==> src/rtl/ev_fifo_pkg.sv <==
// Shared definitions for the 1-bit shift FIFO drain side: FSM encoding and
// the FIFO depth both ends agree on.
package ev_fifo_pkg;

    typedef enum logic [2:0] {
        ST_IDLE  = 3'd0,
        ST_POP   = 3'd1,
        ST_CAPT  = 3'd2,
        ST_FULL  = 3'd3,
        ST_FLUSH = 3'd4
    } rd_state_e;

    localparam int FIFO_DEPTH = 4;

endpackage

==> src/rtl/bit_fifo_reader.sv <==
// Drains a 1-bit shift FIFO one pop at a time, assembles WORD_W-bit words and
// hands them to the consumer on a valid/ready handshake.
module bit_fifo_reader
    import ev_fifo_pkg::*;
#(
    parameter int WORD_W    = 4,
    parameter bit MSB_FIRST = 1'b1,
    localparam int CNT_W    = $clog2(WORD_W + 1)
) (
    input  logic              clk,
    input  logic              rst_n,
    input  logic              fifo_empty,
    input  logic              fifo_bit,
    output logic              fifo_pop,
    output logic              fifo_clear,
    input  logic              flush,
    output logic [WORD_W-1:0] word,
    output logic              word_valid,
    input  logic              word_ready,
    output logic [CNT_W-1:0]  bit_cnt
);

    rd_state_e         state_q;
    logic [WORD_W-1:0] shreg_q, shreg_d;
    logic [CNT_W-1:0]  cnt_q, cnt_inc;
    logic              pop_q, clear_q, valid_q;

    always_comb begin
        shreg_d = shreg_q;
        if (MSB_FIRST) shreg_d = {shreg_q[WORD_W-2:0], fifo_bit};
        else           shreg_d = {fifo_bit, shreg_q[WORD_W-1:1]};
    end

    assign cnt_inc = cnt_q + CNT_W'(1);

    always_ff @(posedge clk or negedge rst_n) begin
        if (!rst_n) begin
            state_q <= ST_IDLE;
            shreg_q <= '0;
            cnt_q   <= '0;
            pop_q   <= 1'b0;
            clear_q <= 1'b0;
            valid_q <= 1'b0;
        end else begin
            pop_q   <= 1'b0;
            clear_q <= 1'b0;
            case (state_q)
                ST_IDLE: begin
                    if (flush) begin
                        state_q <= ST_FLUSH;
                        clear_q <= 1'b1;
                        cnt_q   <= '0;
                        shreg_q <= '0;
                    end else if (!fifo_empty) begin
                        state_q <= ST_POP;
                        pop_q   <= 1'b1;
                    end
                end
                ST_POP: state_q <= ST_CAPT;
                ST_CAPT: begin
                    if (flush) begin
                        state_q <= ST_FLUSH;
                        clear_q <= 1'b1;
                        cnt_q   <= '0;
                        shreg_q <= '0;
                    end else begin
                        shreg_q <= shreg_d;
                        cnt_q   <= cnt_inc;
                        if (cnt_inc == CNT_W'(WORD_W)) begin
                            state_q <= ST_FULL;
                            valid_q <= 1'b1;
                        // Occupancy here already reflects the pop just taken, so
                        // chaining straight into the next pop is safe and keeps 2 cycles/bit.
                        end else if (!fifo_empty) begin
                            state_q <= ST_POP;
                            pop_q   <= 1'b1;
                        end else begin
                            state_q <= ST_IDLE;
                        end
                    end
                end
                ST_FULL: begin
                    if (flush) begin
                        state_q <= ST_FLUSH;
                        clear_q <= 1'b1;
                        valid_q <= 1'b0;
                        cnt_q   <= '0;
                        shreg_q <= '0;
                    end else if (word_ready) begin
                        state_q <= ST_IDLE;
                        valid_q <= 1'b0;
                        cnt_q   <= '0;
                        shreg_q <= '0;
                    end
                end
                ST_FLUSH: state_q <= ST_IDLE;
                default:  state_q <= ST_IDLE;
            endcase
        end
    end

    assign fifo_pop   = pop_q;
    assign fifo_clear = clear_q;
    assign word_valid = valid_q;
    assign word       = shreg_q;
    assign bit_cnt    = cnt_q;

endmodule

==> config.mk <==
export PLATFORM = sky130hd
export DESIGN_NAME = bit_fifo_reader
export DESIGN_NICKNAME = d
export VERILOG_FILES = /design/src/rtl/ev_fifo_pkg.sv /design/src/rtl/bit_fifo_reader.sv
export SDC_FILE = /design/constraint.sdc
export NUM_CORES = 1
export LEC_CHECK = 0
export ABC_AREA = 1
export CAP_MARGIN = 10
export CORE_MARGIN = 1.5
export CORE_UTILIZATION = 45
export DETAILED_ROUTE_END_ITERATION = 8
export PLACE_DENSITY_LB_ADDON = 0.25
export SYNTH_ARGS = -nofsm -noshare
export SYNTH_HDL_FRONTEND = slang
export SYNTH_SLANG_ARGS = --single-unit
==> constraint.sdc <==
create_clock -name clk -period 1.85 [get_ports clk]
set_clock_uncertainty 0.2 [all_clocks]
set_input_delay 0.37 -clock clk [delete_from_list [all_inputs] [get_ports clk]]
set_output_delay 0.37 -clock clk [all_outputs]
set_load 0.01 [all_outputs]
# Yosys cells after proc, flatten, opt, wreduce, memory -nomap -nowiden

Cells that the tools add are included.
W data, S select, Z words.

Input port bits: 6
Flip-flop bits (word level): 13
Output and inout port bits: 10

Multiplexer cells: 29
Reduce and logical (&&, ||, !) cells: 7
Add/sub/neg operators: 1
Equality and inequality tests: 9

Operator list:

| kind                  | number |
|---|---|
| $mux W3               | 8 |
| $mux W4               | 4 |
| $pmux W3 S4           | 1 |
| $pmux W4 S3           | 1 |
| $mux W1               | 11 |
| $pmux W3 S3           | 1 |
| $eq A3 B2 Y1 const B  | 2 |
| $ne A2 B2 Y1 const B  | 3 |
| $ne A3 B3 Y1 const B  | 2 |
| $pmux W1 S2           | 2 |
| $reduce_and A4 Y1     | 1 |
| $add A3 B1 Y3 const B | 1 |
| $eq A3 B1 Y1 const B  | 1 |
| $eq A3 B3 Y1 const B  | 1 |
| $logic_not A3 Y1      | 1 |
| $reduce_and A3 Y1     | 1 |
| $reduce_bool A3 Y1    | 1 |
| $reduce_or A3 Y1      | 1 |
| $mux W2               | 1 |
| $reduce_and A2 Y1     | 1 |
| $reduce_bool A2 Y1    | 1 |

# Logic depth before layout (Yosys ltp)

Gate-level depths: netlist of the first run.

Depth in word-level cells: 5
Depth in mapped cells: 8

# Worst setup path before layout of the first run

No wires, ideal clock.

Kind: reg2reg
Start point: register cnt_q[0], in the netlist bit_cnt[0]
End point: register state_q[0]
Arrival time: 1.077 ns
Required time: 1.584 ns
Path buffers: 0
Cell stages (with the launch flop): 9
Clock period less this slack: 1.343 ns
Slack: 0.507 ns
Path through: dfrtp_1 -> ha_1 -> inv_1 -> nand2_1 -> nand2_1 -> nand3_2 -> nand2_1 -> nand2_1 -> nand2_1

Longest elaborated chain between the ends: 5

Ends and longest elaborated chain:

| item                   | RTL line              | RTL |
|---|---|---|
| start, declared        | bit_fifo_reader.sv:25 | `logic [CNT_W-1:0] cnt_q, cnt_inc;` |
| start signal, assigned | bit_fifo_reader.sv:68 | `cnt_q <= cnt_inc;` |
| $add A3 B1 Y3          | bit_fifo_reader.sv:34 | `assign cnt_inc = cnt_q + CNT_W'(1);` |
| $eq A3 B3 Y1           | bit_fifo_reader.sv:69 | `if (cnt_inc == CNT_W'(WORD_W)) begin` |
| $mux W2                | bit_fifo_reader.sv:69 |  |
| $mux W3                | bit_fifo_reader.sv:61 | `if (flush) begin` |
| $pmux W3 S4            | bit_fifo_reader.sv:47 | `case (state_q)` |
| end signal, assigned   | bit_fifo_reader.sv:50 | `state_q <= ST_FLUSH;` |
| end signal, assigned   | bit_fifo_reader.sv:62 | `state_q <= ST_FLUSH;` |
| end signal, assigned   | bit_fifo_reader.sv:70 | `state_q <= ST_FULL;` |
| end, declared          | bit_fifo_reader.sv:23 | `rd_state_e state_q;` |

No other way between the ends.
A chain may end at the register's enable or synchronous reset.

# Worst setup path after layout of the first run

Start point: register cnt_q[1], in the netlist bit_cnt[1]
End point: output port bit_cnt[1]

RTL lines:

| item          | RTL line              | RTL |
|---|---|---|
| end, declared | bit_fifo_reader.sv:20 | `output logic [CNT_W-1:0] bit_cnt` |

No word-level cell between the ends.

==> results.toml, run 1 <==
[run_status]
status = "finished, final reports clean"

[routing]
drc = 0
viasPerCell = 4.681
drt_first_iter_violations = 3
drtAntennaViolNets = 0
wl_per_cell_um = 10.28
vias = 529
wl_mm = 1.162
drtPass1Iterations = 4

[worst_setup_path]
worst_ep_required_time_ns = 1.28
r2r_end = "state_q[0]"
crit_chain = "clkdlybuf4s50_1"
path_max_fanout = 4
startpoint = "bit_cnt[1]"
cp-endpoint = "bit_cnt[1]"
regToRegStartpoint = "bit_cnt[0]"
crit_path_end_kind = "primary output"
r2r_slack_ns = 0.37
crit_type = "reg -> out"
worstPathArrival_ns = 1.23
cp_slowest_cell = "clkdlybuf4s50_1"
worst-path-stages = 1
cp_top_family = "buffers and inverters"
r2r.worst_path.cells = 9
worstSetupStartpointType = "flop"
max_stage_delay_ns = 0.55
path_buf_inv = 1

[clocking]
post_cts_resized = 0
cts_tree = "yes"
clockBufferDepth = 2
cts_buffers = 3
clk_pin_slew_ns = 0.08
root_buffer = "clkbuf_4"
cts_hold_buf = 0
clock_sinks = 13
h-tree-depth = 1
clock_latency_ns = 0.28

[finish]
regArea_um2 = 325.3
areaGrowthSynthToFinish_pct = 33.94
fillerInstances = 122
fin_cells = 113
drive_gt1_share_pct = 10.20
fin_nets = 107
postLayoutCellArea_um2 = 829.5
multi_input_area_um2 = 256.5
diodes = 0
post-route-util_pct = 64.56

[sta]
slew_headroom_pct = 86.03
rsz0062_at_grt = "no"
worstMarginPinSlew_ns = 0.2091
post-route-period-util_pct = 97.36
hold_viol_final = 0
max_freq_ghz = 0.5552
finalSetupTns_ns = 0
holdWs_ns = 0.1880
finalSetupViolations = 0
drv_slew = 0
period_needed_ns = 1.801

[logic_synthesis]
synth_mux_area_share_pct = 0
synth-xor-area-share_pct = 0
postSynthAreaPerCell_um2 = 8.043
synth_fa_ha_area_share_pct = 4.040
synth_area_um2 = 619.3
synthCells = 77
ys_ff_latch = 13
yosysSeqAreaShare_pct = 52.53
ys.warnings.count = 0
synth-simple-area-share_pct = 32.93
synth_top_family_by_area = "simple AND/OR/NAND/NOR gates"
synth_compound_area_share_pct = 4.444
syn-num-nets = 85
synth_cell_types = 14

[floorplanning]
initial_core_util_pct = 48.20
coreArea_mm2 = 0.001285
die_area_mm2 = 0.001608
die_w_um = 40.10
io_pins = 16
num_rows = 13
die_h_um = 40.10

[placement]
port_buffers = 15
placed_cells = 108
hpwlAfterDp_um = 879.8
dpl_cell_area_um2 = 795.8
globalplace.congestion = 0.7123

[pwr]
clock_power_share_pct = 26.4
power_frac_seq_pct = 49.5
powerDensity_mw_per_mm2 = 816.8
peakVddDrop_mv = 0.4046
internal-power_w = 0.0004713
total_leakage_power_nw = 0.4294
power_frac_comb_pct = 24.0
p_switching_w = 0.0002063
swShare_pct = 30.44

[global_routing]
grt_pass1_vias = 430
grt_pass1_wl_mm = 1.828
overflow = 0
grt_max_degree = 14
grtUsageTotal_pct = 18.17
antenna_found_initial = 0

[min_path]
holdCritPathClass = "in -> async"

[job]
maxCapViolations = 0
[cells by family (layout without fill, tap and decap cells)]
logic type | after synthesis | count (layout)
flops | 13 | 13
buf+inv | 10 | 31
compound gates | 5 | 5
fa+ha+maj | 2 | 2
simple gates | 47 | 47
[layer usage]
layer / GRT usage, % / vias up / share of wire (%)
li1: - / 277 / -
met1: 24.21 / 237 / 49
met2: 25.00 / 11 / 44
met3: 5.000 / 4 / 3.5
met4: 12.93 / 0 / 2.5
met5: 0 / - / 0
[area by class of cell]
class                      count  area share [%]
tap                           15           2.262
multi-input combinational     54           30.92
sequential                    13           39.22
inverter                      10           4.525
timing repair buffer          17           19.91
clock buffer                   4           3.167
[cells in the final DEF, fill, tap and decap left out]
cell type | netlist | routed
o21ai_1 | 1 | 1
buf_4 | 0 | 2
inv_1 | 9 | 9
clkdlybuf4s50_1 | 0 | 15
nand3_1 | 3 | 3
nor2_4 | 1 | 1
inv_2 | 1 | 1
a21oi_1 | 3 | 3
o211ai_1 | 1 | 1
clkbuf_1 | 0 | 1
nor3_1 | 1 | 1
nand2_1 | 32 | 32
nand3_2 | 2 | 2
dfrtp_1 | 13 | 13
nor2_1 | 7 | 7
clkbuf_4 | 0 | 3
ha_1 | 2 | 2
nand2_2 | 1 | 1
[power groups by stage]
stage	Sequential (W)	Clock, W	Combinational [W]
5_1_grt	0.000339	0.000194	0.000182
4_1_cts	0.000339	0.000183	0.000155
3_3_place_gp	0.000344	0	0.000152
3_5_place_dp	0.000345	0	0.000154
2_1_floorplan	0.000348	0	0.0000776
6_report	0.000336	0.000179	0.000163
[registers in the layout, indices dropped and copies added, names as in the netlist]
signal      flops
word_valid      1
fifo_pop        1
word            4
state_q         3
bit_cnt         3
fifo_clear      1
[synth_stat cells]
library cell  number  share of area (%)
inv_2              1               0.61
nor2_1             7                4.2
nand3_1            3                2.4
inv_1              9                5.5
o21ai_1            1               0.81
nand3_2            2                3.2
dfrtp_1           13                 53
nand2_2            1                1.0
nand2_1           32                 19
a21oi_1            3                2.4
o211ai_1           1                1.2
nor2_4             1                1.8
ha_1               2                4.0
nor3_1             1               0.81
[through the flow]
step | power (W) | setup WS, ns
after floorplan | 0.0004254 | 0.5070
after global placement | 0.0004969 | 0.1075
after detailed placement | 0.0004988 | 0.03616
after CTS | 0.0006769 | 0.003756
after global routing | 0.0007144 | 0.003411
final | 0.0006776 | 0.04883
[worst min-delay path by stage]
stage	start	to	slack, ns
3_5_place_dp	word[3]	word[3]	0.26
2_1_floorplan	rst_n	bit_cnt[0]	-0.13
3_3_place_gp	word[3]	word[3]	0.26
6_report	rst_n	fifo_clear	0.19
5_1_grt	rst_n	bit_cnt[2]	0.21
4_1_cts	rst_n	fifo_clear	0.19
[timing repair]
item	in CTS	in global routing
endpoints found under the setup margin	0	1
setup buffers	0	1
hold endpoints to repair	0	0
Note: power is estimated with default switching activity, not from simulation.
==> run 2: changes to the inputs <==
--- a/config.mk
+++ b/config.mk
@@ -7,9 +7,11 @@
 export LEC_CHECK = 0
 export ABC_AREA = 1
 export CAP_MARGIN = 10
-export CORE_MARGIN = 1.5
-export CORE_UTILIZATION = 45
+export CORE_AREA = 2 2 39 41
+export CTS_BUF_LIST = sky130_fd_sc_hd__clkbuf_2
 export DETAILED_ROUTE_END_ITERATION = 8
+export DIE_AREA = 0 0 41 43
+export MAX_ROUTING_LAYER = met4
 export PLACE_DENSITY_LB_ADDON = 0.25
 export SYNTH_ARGS = -nofsm -noshare
 export SYNTH_HDL_FRONTEND = slang
==> results.toml, run 2 (synthesized netlist as in run 1, its figures left out) <==
[routing]
routedLengthMet1_um = 545
drtAntennaViolNets = 0
route.met3.wl_um = 57
viasPerCell = 4.853
routed-wl-met2_um = 577
wl_per_cell_um = 10.47
vias = 563
drc = 0
top_layer_used = "met4"
drt_first_iter_violations = 4
drtPass1Iterations = 3
wl_mm = 1.215

[worst_setup_path]
startpoint = "word[1]"
regToRegStartpoint = "bit_cnt[0]"
path_max_fanout = 3
crit_path_end_kind = "primary output"
cp_slowest_cell = "clkdlybuf4s50_1"
worst_ep_required_time_ns = 1.28
cp_top_family = "buffers and inverters"
crit_chain = "clkdlybuf4s50_1"
worstSetupStartpointType = "flop"
crit_type = "reg -> out"
path_buf_inv = 1
worstPathArrival_ns = 1.22
max_stage_delay_ns = 0.54

[sta]
finalSetupViolations = 0
finalSetupTns_ns = 0
hold_viol_final = 0
rsz0062_at_grt = "no"
slew_headroom_pct = 85.80
worstMarginPinSlew_ns = 0.2125
layout_setup_ws_ns = 0.05613
post-route-period-util_pct = 96.97
max_freq_ghz = 0.5575
period_needed_ns = 1.794
drv_slew = 0

[min_path]
holdCritPathClass = "in -> async"

[clocking]
cts_buffers = 3
clk_pin_slew_ns = 0.13
h-tree-depth = 1
root_buffer = "clkbuf_2"
post_cts_buffers = 1
clockBufferDepth = 2
clock_latency_ns = 0.28
cts_tree = "yes"
post_cts_resized = 0
clock_sinks = 13
cts_hold_buf = 0

[global_routing]
grt_pass1_wl_mm = 2.021
antenna_found_initial = 0
grtUsageTotal_pct = 18.32
overflow = 0
grt_pass1_vias = 487
grt_max_degree = 14

[finish]
fin_nets = 109
fillerInstances = 151
areaGrowthSynthToFinish_pct = 35.56
final_cell_mix = "nand2_1, clkdlybuf4s50_1, dfrtp_1"
layout.cells.most_common = "nand2_1"
diodes = 0
drive_gt1_share_pct = 13.00
largest_reg_flops = 4

[floorplanning]
coreArea_mm2 = 0.001384
die_area_mm2 = 0.001763
initial_core_util_pct = 44.76
die_h_um = 43
io_pins = 16
num_rows = 14
die_w_um = 41

[placement]
dp_slack_ns = 0.04969
port_buffers = 15
globalplace.congestion = 0.7713
hpwlAfterDp_um = 904.5

[run_status]
status = "finished, final reports clean"

[pwr]
peakVddDrop_mv = 0.4247
total_leakage_power_nw = 0.4419
powerDensity_mw_per_mm2 = 778.7

[job]
maxCapViolations = 0
[run 2: cell types whose count changed in the layout (fill, tap and decap cells not counted), sizes merged]
| cell | previous run | this run |
|---|---|---|
| buf | 2 | 4 |
[run 2: path summary, 6_finish.rpt]
check	end	slack [ns]	cells after the start
worst max-delay path	word[1]	0.06	1
worst min-delay path	fifo_clear	0.17	2
worst max register to register	state_q[0]	0.33	9
worst min register to register	word[3]	0.29	2
max in group asynchronous	word[3]	1.12	2
min in group clk	word[3]	0.29	2
[run 2: through the flow]
step	std cells	hold slack, ns	utilization [%]	power (W)	cell area [um2]
floorplan	77	-0.1256	-	0.0004254	619.3
global placement	109	0.2567	57.59	0.0004967	797.0
detailed placement	109	0.2678	57.59	0.0004988	797.0
CTS	114	0.1721	59.58	0.0006586	824.5
global route	116	0.1982	60.67	0.0006902	839.6
finish	116	0.1686	60.67	0.0006538	839.6
[run 2: layout make-up]
| class | count | area [um2] | share of cell area, % |
|---|---|---|---|
| flip-flops and latches | 13 | 325.3 | 38.75 |
| multi-input cells | 54 | 256.5 | 30.55 |
| repair buffers | 19 | 180.2 | 21.46 |
| inverters | 10 | 37.54 | 4.471 |
| clock buffers | 4 | 20.02 | 2.385 |
| well taps | 16 | 20.02 | 2.385 |
[run 2: report_power, final]
group	leakage (nW)	total [W]	internal, W	switching (W)
clock network	0.0166	0.000154	0.0000573	0.0000969
logic	0.249	0.000165	0.0000771	0.0000878
registers	0.176	0.000335	0.000311	0.0000232
total	0.442	0.000654	0.000446	0.000208
[run 2: routing by layer]
metal | track usage [%] | vias to the layer above
met3 | 3.141 | 5
li1 | - | 282
met5 | - | -
met4 | 16.00 | 0
met1 | 21.77 | 262
met2 | 25.31 | 14
